==> src/rtl/atomrvcore_lsu_if.sv <==
// Request, DCCM and writeback signals of the load/store unit.
// master: the LSU itself; slave: the execute/DCCM/writeback side.
interface atomrvcore_lsu_if #(
    parameter int unsigned DATAWIDTH        = 32,
    parameter int unsigned REG_ADRESS_WIDTH = 5
);
    logic                        req_valid_i;
    logic                        req_ready_o;
    logic                        req_store_i;
    logic [2:0]                  req_funct3_i;
    logic [DATAWIDTH-1:0]        req_addr_i;
    logic [DATAWIDTH-1:0]        req_wdata_i;
    logic [REG_ADRESS_WIDTH-1:0] req_rd_i;
    logic [DATAWIDTH-1:0]        dccm_addr_o;
    logic                        dccm_dr_en_o;
    logic [DATAWIDTH-1:0]        dccm_dt_i;
    logic                        dccm_dwr_en_o;
    logic [DATAWIDTH-1:0]        dccm_dt_o;
    logic                        wb_valid_o;
    logic                        wb_ready_i;
    logic                        wb_rwr_en_o;
    logic [REG_ADRESS_WIDTH-1:0] wb_rd_o;
    logic [DATAWIDTH-1:0]        wb_data_o;
    logic                        wb_err_o;

    modport master (
        input  req_valid_i, req_store_i, req_funct3_i, req_addr_i, req_wdata_i, req_rd_i,
        input  dccm_dt_i, wb_ready_i,
        output req_ready_o, dccm_addr_o, dccm_dr_en_o, dccm_dwr_en_o, dccm_dt_o,
        output wb_valid_o, wb_rwr_en_o, wb_rd_o, wb_data_o, wb_err_o
    );

    modport slave (
        output req_valid_i, req_store_i, req_funct3_i, req_addr_i, req_wdata_i, req_rd_i,
        output dccm_dt_i, wb_ready_i,
        input  req_ready_o, dccm_addr_o, dccm_dr_en_o, dccm_dwr_en_o, dccm_dt_o,
        input  wb_valid_o, wb_rwr_en_o, wb_rd_o, wb_data_o, wb_err_o
    );
endinterface

==> src/rtl/atomrvcore_lsu.sv <==
// Load/store unit between execute and the word-wide DCCM.
// Sub-word stores are read-modify-write; loads are lane-selected and extended.
module atomrvcore_lsu #(
    parameter int unsigned DATAWIDTH        = 32,
    parameter int unsigned REG_ADRESS_WIDTH = 5
) (
    input logic              clk_i,
    input logic              rst_ni,
    atomrvcore_lsu_if.master bus
);
    localparam logic [2:0] F3B  = 3'b000;
    localparam logic [2:0] F3H  = 3'b001;
    localparam logic [2:0] F3W  = 3'b010;
    localparam logic [2:0] F3BU = 3'b100;
    localparam logic [2:0] F3HU = 3'b101;

    typedef enum logic [2:0] {StIdle, StLoad, StRmwRd, StWrite, StResp, StErrResp} state_e;

    state_e                      state_q;
    logic [1:0]                  lane_q;
    logic [2:0]                  funct3_q;
    logic [REG_ADRESS_WIDTH-1:0] rd_q;
    logic [15:0]                 wdata_q;

    logic                        req_ready_q;
    logic [DATAWIDTH-1:0]        dccm_addr_q;
    logic                        dr_en_q;
    logic                        dwr_en_q;
    logic [DATAWIDTH-1:0]        dt_o_q;
    logic                        wb_valid_q;
    logic                        wb_rwr_en_q;
    logic [REG_ADRESS_WIDTH-1:0] wb_rd_q;
    logic [DATAWIDTH-1:0]        wb_data_q;
    logic                        wb_err_q;

    logic                        req_legal;
    logic                        req_misaligned;
    logic [7:0]                  ld_byte;
    logic [15:0]                 ld_half;
    logic [DATAWIDTH-1:0]        ld_val;
    logic [DATAWIDTH-1:0]        merged;

    // Decode legality and alignment of the presented request.
    always_comb begin
        req_legal = 1'b0;
        case (bus.req_funct3_i)
            F3B, F3H, F3W: req_legal = 1'b1;
            F3BU, F3HU:    req_legal = !bus.req_store_i;
            default:       req_legal = 1'b0;
        endcase
        req_misaligned = 1'b0;
        if (bus.req_funct3_i[1:0] == 2'b01) begin
            req_misaligned = bus.req_addr_i[0];
        end else if (bus.req_funct3_i[1:0] == 2'b10) begin
            req_misaligned = |bus.req_addr_i[1:0];
        end
    end

    // Lane extraction for loads and byte-lane merge for sub-word stores.
    always_comb begin
        ld_byte = bus.dccm_dt_i[{lane_q, 3'b000} +: 8];
        ld_half = bus.dccm_dt_i[{lane_q[1], 4'b0000} +: 16];
        case (funct3_q)
            F3B:     ld_val = {{(DATAWIDTH-8){ld_byte[7]}}, ld_byte};
            F3H:     ld_val = {{(DATAWIDTH-16){ld_half[15]}}, ld_half};
            F3BU:    ld_val = {{(DATAWIDTH-8){1'b0}}, ld_byte};
            F3HU:    ld_val = {{(DATAWIDTH-16){1'b0}}, ld_half};
            default: ld_val = bus.dccm_dt_i;
        endcase
        merged = bus.dccm_dt_i;
        if (funct3_q[1:0] == 2'b00) begin
            merged[{lane_q, 3'b000} +: 8] = wdata_q[7:0];
        end else begin
            merged[{lane_q[1], 4'b0000} +: 16] = wdata_q;
        end
    end

    // Operation FSM; every output is registered on the transition into its state.
    always_ff @(posedge clk_i) begin
        if (!rst_ni) begin
            state_q     <= StIdle;
            lane_q      <= '0;
            funct3_q    <= '0;
            rd_q        <= '0;
            wdata_q     <= '0;
            req_ready_q <= 1'b1;
            dccm_addr_q <= '0;
            dr_en_q     <= 1'b0;
            dwr_en_q    <= 1'b0;
            dt_o_q      <= '0;
            wb_valid_q  <= 1'b0;
            wb_rwr_en_q <= 1'b0;
            wb_rd_q     <= '0;
            wb_data_q   <= '0;
            wb_err_q    <= 1'b0;
        end else begin
            case (state_q)
                StIdle: begin
                    if (bus.req_valid_i) begin
                        lane_q      <= bus.req_addr_i[1:0];
                        funct3_q    <= bus.req_funct3_i;
                        rd_q        <= bus.req_rd_i;
                        wdata_q     <= bus.req_wdata_i[15:0];
                        req_ready_q <= 1'b0;
                        if (!req_legal || req_misaligned) begin
                            state_q    <= StErrResp;
                            wb_valid_q <= 1'b1;
                            wb_err_q   <= 1'b1;
                            wb_rd_q    <= bus.req_rd_i;
                        end else begin
                            dccm_addr_q <= {bus.req_addr_i[DATAWIDTH-1:2], 2'b00};
                            if (!bus.req_store_i) begin
                                state_q <= StLoad;
                                dr_en_q <= 1'b1;
                            end else if (bus.req_funct3_i == F3W) begin
                                state_q  <= StWrite;
                                dwr_en_q <= 1'b1;
                                dt_o_q   <= bus.req_wdata_i;
                            end else begin
                                state_q <= StRmwRd;
                                dr_en_q <= 1'b1;
                            end
                        end
                    end
                end
                StLoad: begin
                    state_q     <= StResp;
                    dr_en_q     <= 1'b0;
                    wb_valid_q  <= 1'b1;
                    wb_data_q   <= ld_val;
                    wb_rwr_en_q <= (rd_q != '0);
                    wb_rd_q     <= rd_q;
                end
                StRmwRd: begin
                    state_q  <= StWrite;
                    dr_en_q  <= 1'b0;
                    dwr_en_q <= 1'b1;
                    dt_o_q   <= merged;
                end
                StWrite: begin
                    state_q    <= StResp;
                    dwr_en_q   <= 1'b0;
                    dt_o_q     <= '0;
                    wb_valid_q <= 1'b1;
                    wb_rd_q    <= rd_q;
                end
                StResp, StErrResp: begin
                    if (bus.wb_ready_i) begin
                        state_q     <= StIdle;
                        req_ready_q <= 1'b1;
                        dccm_addr_q <= '0;
                        wb_valid_q  <= 1'b0;
                        wb_rwr_en_q <= 1'b0;
                        wb_rd_q     <= '0;
                        wb_data_q   <= '0;
                        wb_err_q    <= 1'b0;
                    end
                end
                default: state_q <= StIdle;
            endcase
        end
    end

    assign bus.req_ready_o   = req_ready_q;
    assign bus.dccm_addr_o   = dccm_addr_q;
    assign bus.dccm_dr_en_o  = dr_en_q;
    // Gated by reset so a write pending when reset is sampled never lands.
    assign bus.dccm_dwr_en_o = dwr_en_q & rst_ni;
    assign bus.dccm_dt_o     = dt_o_q;
    assign bus.wb_valid_o    = wb_valid_q;
    assign bus.wb_rwr_en_o   = wb_rwr_en_q;
    assign bus.wb_rd_o       = wb_rd_q;
    assign bus.wb_data_o     = wb_data_q;
    assign bus.wb_err_o      = wb_err_q;
endmodule

==> src/flat_wrapper.sv <==
// flat-port wrapper written by rule: the top's interface ports become plain ports
module atomrvcore_lsu_flat 
#(
    parameter int unsigned DATAWIDTH        = 32,
    parameter int unsigned REG_ADRESS_WIDTH = 5
)
  (clk_i, rst_ni, bus_req_valid_i, bus_req_store_i, bus_req_funct3_i, bus_req_addr_i, bus_req_wdata_i, bus_req_rd_i, bus_dccm_dt_i, bus_wb_ready_i, bus_req_ready_o, bus_dccm_addr_o, bus_dccm_dr_en_o, bus_dccm_dwr_en_o, bus_dccm_dt_o, bus_wb_valid_o, bus_wb_rwr_en_o, bus_wb_rd_o, bus_wb_data_o, bus_wb_err_o);
  atomrvcore_lsu_if #(.DATAWIDTH(DATAWIDTH), .REG_ADRESS_WIDTH(REG_ADRESS_WIDTH)) bus_i ();
  input logic clk_i;
  input logic rst_ni;
  input wire logic [$bits(bus_i.req_valid_i)-1:0] bus_req_valid_i;
  input wire logic [$bits(bus_i.req_store_i)-1:0] bus_req_store_i;
  input wire logic [$bits(bus_i.req_funct3_i)-1:0] bus_req_funct3_i;
  input wire logic [$bits(bus_i.req_addr_i)-1:0] bus_req_addr_i;
  input wire logic [$bits(bus_i.req_wdata_i)-1:0] bus_req_wdata_i;
  input wire logic [$bits(bus_i.req_rd_i)-1:0] bus_req_rd_i;
  input wire logic [$bits(bus_i.dccm_dt_i)-1:0] bus_dccm_dt_i;
  input wire logic [$bits(bus_i.wb_ready_i)-1:0] bus_wb_ready_i;
  output wire logic [$bits(bus_i.req_ready_o)-1:0] bus_req_ready_o;
  output wire logic [$bits(bus_i.dccm_addr_o)-1:0] bus_dccm_addr_o;
  output wire logic [$bits(bus_i.dccm_dr_en_o)-1:0] bus_dccm_dr_en_o;
  output wire logic [$bits(bus_i.dccm_dwr_en_o)-1:0] bus_dccm_dwr_en_o;
  output wire logic [$bits(bus_i.dccm_dt_o)-1:0] bus_dccm_dt_o;
  output wire logic [$bits(bus_i.wb_valid_o)-1:0] bus_wb_valid_o;
  output wire logic [$bits(bus_i.wb_rwr_en_o)-1:0] bus_wb_rwr_en_o;
  output wire logic [$bits(bus_i.wb_rd_o)-1:0] bus_wb_rd_o;
  output wire logic [$bits(bus_i.wb_data_o)-1:0] bus_wb_data_o;
  output wire logic [$bits(bus_i.wb_err_o)-1:0] bus_wb_err_o;
  assign bus_i.req_valid_i = bus_req_valid_i;
  assign bus_i.req_store_i = bus_req_store_i;
  assign bus_i.req_funct3_i = bus_req_funct3_i;
  assign bus_i.req_addr_i = bus_req_addr_i;
  assign bus_i.req_wdata_i = bus_req_wdata_i;
  assign bus_i.req_rd_i = bus_req_rd_i;
  assign bus_i.dccm_dt_i = bus_dccm_dt_i;
  assign bus_i.wb_ready_i = bus_wb_ready_i;
  assign bus_req_ready_o = bus_i.req_ready_o;
  assign bus_dccm_addr_o = bus_i.dccm_addr_o;
  assign bus_dccm_dr_en_o = bus_i.dccm_dr_en_o;
  assign bus_dccm_dwr_en_o = bus_i.dccm_dwr_en_o;
  assign bus_dccm_dt_o = bus_i.dccm_dt_o;
  assign bus_wb_valid_o = bus_i.wb_valid_o;
  assign bus_wb_rwr_en_o = bus_i.wb_rwr_en_o;
  assign bus_wb_rd_o = bus_i.wb_rd_o;
  assign bus_wb_data_o = bus_i.wb_data_o;
  assign bus_wb_err_o = bus_i.wb_err_o;
  atomrvcore_lsu #(.DATAWIDTH(DATAWIDTH), .REG_ADRESS_WIDTH(REG_ADRESS_WIDTH)) u_core (.clk_i(clk_i), .rst_ni(rst_ni), .bus(bus_i));
endmodule
==> config.mk <==
export PLATFORM = sky130hd
export DESIGN_NAME = atomrvcore_lsu_flat
export DESIGN_NICKNAME = d
export VERILOG_FILES = /design/src/rtl/atomrvcore_lsu_if.sv /design/src/rtl/atomrvcore_lsu.sv /design/src/flat_wrapper.sv
export SDC_FILE = /design/constraint.sdc
export NUM_CORES = 1
export LEC_CHECK = 0
export BUFFER_PORTS_ARGS = -buffer_cell sky130_fd_sc_hd__buf_2
export CAP_MARGIN = 20
export CELL_PAD_IN_SITES_DETAIL_PLACEMENT = 1
export CELL_PAD_IN_SITES_GLOBAL_PLACEMENT = 2
export CORE_AREA = 8 8 158 160
export DETAILED_ROUTE_END_ITERATION = 12
export DIE_AREA = 0 0 166 168
export PLACE_DENSITY_LB_ADDON = 0.1
export SLEW_MARGIN = 5
export SYNTH_ARGS = -nofsm -noshare
export SYNTH_HDL_FRONTEND = slang
export SYNTH_SLANG_ARGS = --single-unit
export TNS_END_PERCENT = 100
==> constraint.sdc <==
create_clock -name clk_i -period 3.25 [get_ports clk_i]
set_clock_uncertainty 0.05 [all_clocks]
set_input_delay 0.4875 -clock clk_i [delete_from_list [all_inputs] [get_ports clk_i]]
set_output_delay 0.4875 -clock clk_i [all_outputs]
set_load 0.03 [all_outputs]
Word level (Yosys, flattened, before mapping)
Cells that the tools add are included.
W data, S select, Z words.

operators by class
  $add $sub $neg = 2
  equal/unequal tests = 21
  shifts and indexed selects = 6
  multiplexer cells = 46
  bitwise operators = 1
  reductions and logical operators = 28

operator list
  cell                       number
  $mux W32                   8
  $pmux W32 S2               2
  $pmux W32 S4               1
  $pmux W32 S3               1
  $bwmux W32                 2
  $shift A16 B7 Y32 const A  1
  $shift A8 B7 Y32 const A   1
  $shiftx A16 B7 Y32         1
  $shiftx A32 B6 Y16         1
  $shiftx A32 B6 Y8          1
  $shiftx A8 B7 Y32          1
  $eq A3 B3 Y1 const B       6
  $mux W1                    16
  $reduce_and A4 Y1          4
  $mux W5                    3
  $pmux W5 S3                1
  $neg A5 Y7                 2
  $mux W3                    4
  $pmux W3 S4                1
  $pmux W1 S2                5
  $reduce_or A2 Y1           5
  $eq A3 B1 Y1 const B       3
  $eq A3 B2 Y1 const B       3
  $logic_not A3 Y1           3
  other kinds (17)           28

storage, ports and cells
  flip-flop bits (word level) = 136
  input bits = 109
  logic and storage cells = 119

Logic depth before layout (Yosys ltp)
  depth after elaboration = 8
  gate-level depth with buffers = 10
  gate-level depth less buffers = 7

Worst setup path before layout
Ideal clock, no wire load.

  kind = reg2reg
  start = register u_core.lane_q[1]
  end = register u_core.dt_o_q[0], in the netlist u_core.bus.dccm_dt_o[0]
  arrival = 2.244 ns
  setup slack = 0.886 ns
  stages on the path, launching flop included = 11
  path through = dfxtp_1 -> buf_2 -> buf_2 -> inv_1 -> ha_1 -> and4bb_2 -> clkbuf_1 -> a221oi_1 -> a211oi_1 -> a21oi_1 -> a21oi_1

on the way
  word-level cells in the longest chain between the ends = 5
  elaborated cells on any way between the ends = 10

RTL lines
  item                                              RTL line                                    source
  from (decl)                                       atomrvcore_lsu.sv:20                        logic [1:0] lane_q;
  from (signal assigned)                            atomrvcore_lsu.sv:100                       lane_q <= bus.req_addr_i[1:0];
  $neg A5 Y7, on equally long branches              atomrvcore_lsu.sv:74, atomrvcore_lsu.sv:72
  $shiftx A16 B7 Y32, or another cell as far along  atomrvcore_lsu.sv:74                        merged[{lane_q[1], 4'b0000} +: 16] = wdata_q;
  $bwmux W32, on equally long branches              atomrvcore_lsu.sv:74, atomrvcore_lsu.sv:72
  $mux W32 *                                        atomrvcore_lsu.sv:71                        if (funct3_q[1:0] == 2'b00) begin
  $pmux W32 S3 *                                    atomrvcore_lsu.sv:97                        case (state_q)
  to (signal assigned)                              atomrvcore_lsu.sv:118                       dt_o_q <= bus.req_wdata_i;
  to (signal assigned)                              atomrvcore_lsu.sv:138                       dt_o_q <= merged;
  to (decl)                                         atomrvcore_lsu.sv:29                        logic [DATAWIDTH-1:0] dt_o_q;

Mark *: on every way between the ends. The rest lies on a longest branch, timed or not.
A chain may end at the register's enable or synchronous reset.

Worst setup path in the final report
  start = register u_core.state_q[0]
  end = register u_core.wb_data_q[25], in the netlist u_core.bus.wb_data_o[25]

on the way
  word-level cells in the longest chain between the ends = 4
  elaborated cells on any way between the ends = 8

RTL lines
  item                                                                        RTL line               source
  from (decl)                                                                 atomrvcore_lsu.sv:19   state_e state_q;
  from (signal assigned)                                                      atomrvcore_lsu.sv:81   state_q <= StIdle;
  from (signal assigned)                                                      atomrvcore_lsu.sv:106  state_q <= StErrResp;
  from (signal assigned)                                                      atomrvcore_lsu.sv:113  state_q <= StLoad;
  $eq A3 B3 Y1                                                                atomrvcore_lsu.sv:97
  $reduce_or A2 Y1                                                            atomrvcore_lsu.sv:97
  $ne A2 B2 Y1 (no source line) / $reduce_bool A2 Y1 (equally long branches)  --
  $reduce_and A2 Y1 (no source line)                                          --
  to (signal assigned)                                                        atomrvcore_lsu.sv:130  wb_data_q <= ld_val;
  to (decl)                                                                   atomrvcore_lsu.sv:33   logic [DATAWIDTH-1:0] wb_data_q;

Several ways; a longest one is shown, not always the timed one.

==> flow_metrics.env <==
export IMPL_outcome="complete, no violations"
export IMPL_ys_seq_elements=134
export IMPL_cp_end_kind="register"
export IMPL_postCtsHoldBufs=0
export IMPL_crit_type="register to register"
export IMPL_drtAntennaViolNets=0
export IMPL_routed_wl_um=25100
export IMPL_hold_worst_slack_ps=235
export IMPL_tns_ps=0
export IMPL_reg2reg_slack_ps=500
export IMPL_report_final_slew_viol_count=0
export IMPL_fp_dieArea_um2=27900
export IMPL_chipWidth_um=166
export IMPL_avgRoutedWirePerCell_um=21.1
export IMPL_layout_drive_gt1_share_pct=30.8
export IMPL_grt_ovfl_total=0
export IMPL_rsz0062_at_grt="no"
export IMPL_drtIter0Drc=361
export IMPL_post_route_period_util_pct=84.5
export IMPL_gp_congestion=0.842
export IMPL_grt_antenna_before_repair=4
export IMPL_start_util_pct=28.6
export IMPL_tightest_slew_ps=1030
export IMPL_layout_nets=1005
export IMPL_cts_root_buf="clkbuf_16"
export IMPL_max_freq_ghz=0.364
export IMPL_route_detailed_drc=0
export IMPL_netlist_cell_type_count=53
export IMPL_cts_setup_buffers=0
export IMPL_path_cells="nor3b_4 -> nand2_2 -> a2111oi_4 -> a221o_1"
export IMPL_crit_path_top_delay_cell="a2111oi_4"
export IMPL_rows=55
export IMPL_avgViaCountPerCell=5.37
export IMPL_async_flop_share_pct=0
export IMPL_synth_avg_cell_area_um2=8.98
export IMPL_synth_yosys_warnings=0
export IMPL_worstPathRequired_ps=3550
export IMPL_startpoint_type="register"
export IMPL_setup_viol=0
export IMPL_grt_usage_pct=17.6
export IMPL_io_buffers=213
export IMPL_clkSinkCount=134
export IMPL_critical_path_top_delay_family="compound AO/OA/AOI/OAI gates"
export IMPL_pin_count=216
export IMPL_cts_buffers=17
export IMPL_path_clk_slew_ps=60
export IMPL_hold_path_end="u_core.bus.dccm_addr_o[23]"
export IMPL_dr_pass1_iters=4
export IMPL_core_area_um2=22400
export IMPL_synthFlopType="dfxtp_1"
export IMPL_rr_endpoint="u_core.bus.wb_data_o[25]"
export IMPL_drv_cap=0
export IMPL_die_h_um=168
export IMPL_dpl_hpwl_um=19100
export IMPL_num_vias=6385
export IMPL_whs_path_depth=2
export IMPL_cp_max_fo=17
export IMPL_grt_pass1_vias=6823
export IMPL_ir_drop_v=0.000286
export IMPL_h_tree_depth=4
export IMPL_cts_tree="built"
export IMPL_clockBufferDepth=2
export IMPL_grt_pass1_wl_um=39100
export IMPL_netlist_instances=713
export IMPL_fillers=2654
export IMPL_syn_area_um2=6400
export IMPL_max_slew_margin_rel_pct=31.2
export IMPL_cpPeakStageDelay_ps=880
export IMPL_min_path_type="primary input to register"
export IMPL_ys_seq_area_share_pct=41.9
export IMPL_reg2reg_depth=4
export IMPL_crit_buf_inv=0
export IMPL_ctsResizeCount=0
export IMPL_min_from="bus_req_addr_i[23]"
export IMPL_cp_arrival_ps=3050
export IMPL_finalHoldViolCount=0
export IMPL_syn2layout_area_growth_pct=27.4
export IMPL_diodes=0
export IMPL_synth_edf_count=0
export IMPL_grt_max_degree=66
export IMPL_clk_latency_ps=420
export IMPL_rr_startpoint="u_core.state_q[0]"
export IMPL_final_core_util_pct=36.5
export IMPL_layout_min_cycle_time_ps=2750
export IMPL_p_per_area_nw_per_um2=541
export IMPL_p_leak_nw=3.51
## state kept, by name (all words and copies together), names as in the netlist
register / flops
u_core.lane_q: 2
u_core.wdata_q: 16
u_core.bus.wb_rwr_en_o: 1
u_core.bus.dccm_dt_o: 32
u_core.bus.req_ready_o: 1
u_core.bus.dccm_dr_en_o: 1
u_core.bus.wb_rd_o: 5
u_core.bus.wb_data_o: 32
u_core.funct3_q: 3
u_core.bus.wb_err_o: 1
u_core.bus.dccm_addr_o: 30
u_core.rd_q: 5
u_core.state_q: 3
u_core.dwr_en_q: 1
u_core.bus.wb_valid_o: 1
## cells by family (layout without fill, tap and decap cells)
group,Yosys count,after routing,share of synthesized area [%]
compound gates,299,299,33.2
simple gates,141,141,10.2
flops,134,134,41.9
buf+inv,88,277,6.25
mux,44,44,7.19
fa+ha+maj,5,5,0.977
other cells,1,2,0.0586
xor+xnor,1,1,0.137
## power breakdown
part	switching, W	internal, W	leakage, nW	total [W]
clock network	0.000784	0.000981	0.255	0.00176
logic	0.000534	0.000291	2.17	0.000825
registers	0.0000908	0.00174	1.09	0.00183
total	0.00141	0.00301	3.51	0.00442
## worst max path at each step
stage                 startpoint                        to  slack [ps]  cells past startpoint
3_5_place_dp   u_core.state_q[0]  u_core.bus.wb_data_o[20]         510                      4
6_report       u_core.state_q[0]  u_core.bus.wb_data_o[25]         500                      4
2_1_floorplan   u_core.lane_q[1]   u_core.bus.dccm_dt_o[0]         890                     10
3_3_place_gp   u_core.state_q[0]  u_core.bus.wb_data_o[31]         630                      4
4_1_cts        u_core.state_q[0]  u_core.bus.wb_data_o[25]         520                      4
5_1_grt        u_core.state_q[0]  u_core.bus.wb_data_o[25]         280                      4
## cell usage in the layout, fill, tap and decap left out, drive strengths merged, types with 2 or more instances in the layout
| cell type | synthesis | layout |
|---|---|---|
| nor2 | 17 | 17 |
| nand2 | 81 | 81 |
| a211oi | 32 | 32 |
| inv | 19 | 23 |
| conb | 1 | 2 |
| ha | 5 | 5 |
| clkinvlp | 0 | 3 |
| dfxtp | 134 | 134 |
| and2 | 3 | 3 |
| mux2i | 37 | 37 |
| a21o | 12 | 12 |
| nand2b | 5 | 5 |
| nor2b | 4 | 4 |
| clkinv | 1 | 7 |
| nand4 | 2 | 2 |
| a22o | 30 | 30 |
| and4bb | 2 | 2 |
| o211ai | 6 | 6 |
| o21ai | 44 | 44 |
| nor3 | 14 | 14 |
| buf | 34 | 226 |
| a21boi | 34 | 34 |
| a221oi | 41 | 41 |
| o2bb2ai | 5 | 5 |
| clkbuf | 34 | 18 |
| o21a | 2 | 2 |
| a21oi | 68 | 68 |
| o22ai | 3 | 3 |
| a221o | 16 | 16 |
| a2111oi | 2 | 2 |
| nand3 | 5 | 5 |
| mux2 | 6 | 6 |
## per-layer routing
| metal | track usage, % | up-vias | routed length [um] |
|---|---|---|---|
| li1 | - | 3025 | - |
| met1 | 20.5 | 3118 | 10900 |
| met2 | 30.2 | 194 | 12100 |
| met3 | 5.47 | 40 | 1480 |
| met4 | 5.97 | 8 | 610 |
| met5 | 0 | - | 46 |
## cells in the mapped netlist, drive strengths merged, types with 2 or more instances
| cell | instances | area (um2) |
|---|---|---|
| dfxtp | 134 | 2680 |
| nand2 | 81 | 307 |
| a21oi | 68 | 340 |
| o21ai | 44 | 220 |
| a221oi | 41 | 359 |
| mux2i | 37 | 370 |
| a21boi | 34 | 255 |
| buf | 34 | 198 |
| clkbuf | 34 | 128 |
| a211oi | 32 | 240 |
| a22o | 30 | 263 |
| inv | 19 | 71.3 |
| nor2 | 17 | 66.3 |
| a221o | 16 | 164 |
| nor3 | 14 | 70.1 |
| a21o | 12 | 90.1 |
| mux2 | 6 | 67.6 |
| o211ai | 6 | 45.0 |
| ha | 5 | 62.6 |
| nand2b | 5 | 33.8 |
| nand3 | 5 | 25.0 |
| o2bb2ai | 5 | 43.8 |
| nor2b | 4 | 25.0 |
| and2 | 3 | 18.8 |
| o22ai | 3 | 18.8 |
| a2111oi | 2 | 36.3 |
| and4bb | 2 | 25.0 |
| nand4 | 2 | 12.5 |
| o21a | 2 | 15.0 |
## area by class of cell
cell class	count	area (um2)	share of cell area [%]
clock buffer	18	429	5.26
clock inverter	13	101	1.24
inverter	20	75.1	0.920
multi-input combinational	492	3330	40.8
sequential	134	2680	32.9
tap	285	357	4.37
timing repair buffer	226	1180	14.5
## metrics by stage
stage | power, W | setup WS [ps] | std cells | area, um2
finish | 0.00442 | 502 | 1188 | 8160
global route | 0.00463 | 279 | 1188 | 8160
CTS | 0.00448 | 525 | 1188 | 8160
detailed placement | 0.00269 | 507 | 1157 | 7630
global placement | 0.00267 | 627 | 1156 | 7610
floorplan | 0.00239 | 886 | 714 | 6400
Power figures use the tool's default switching activity.
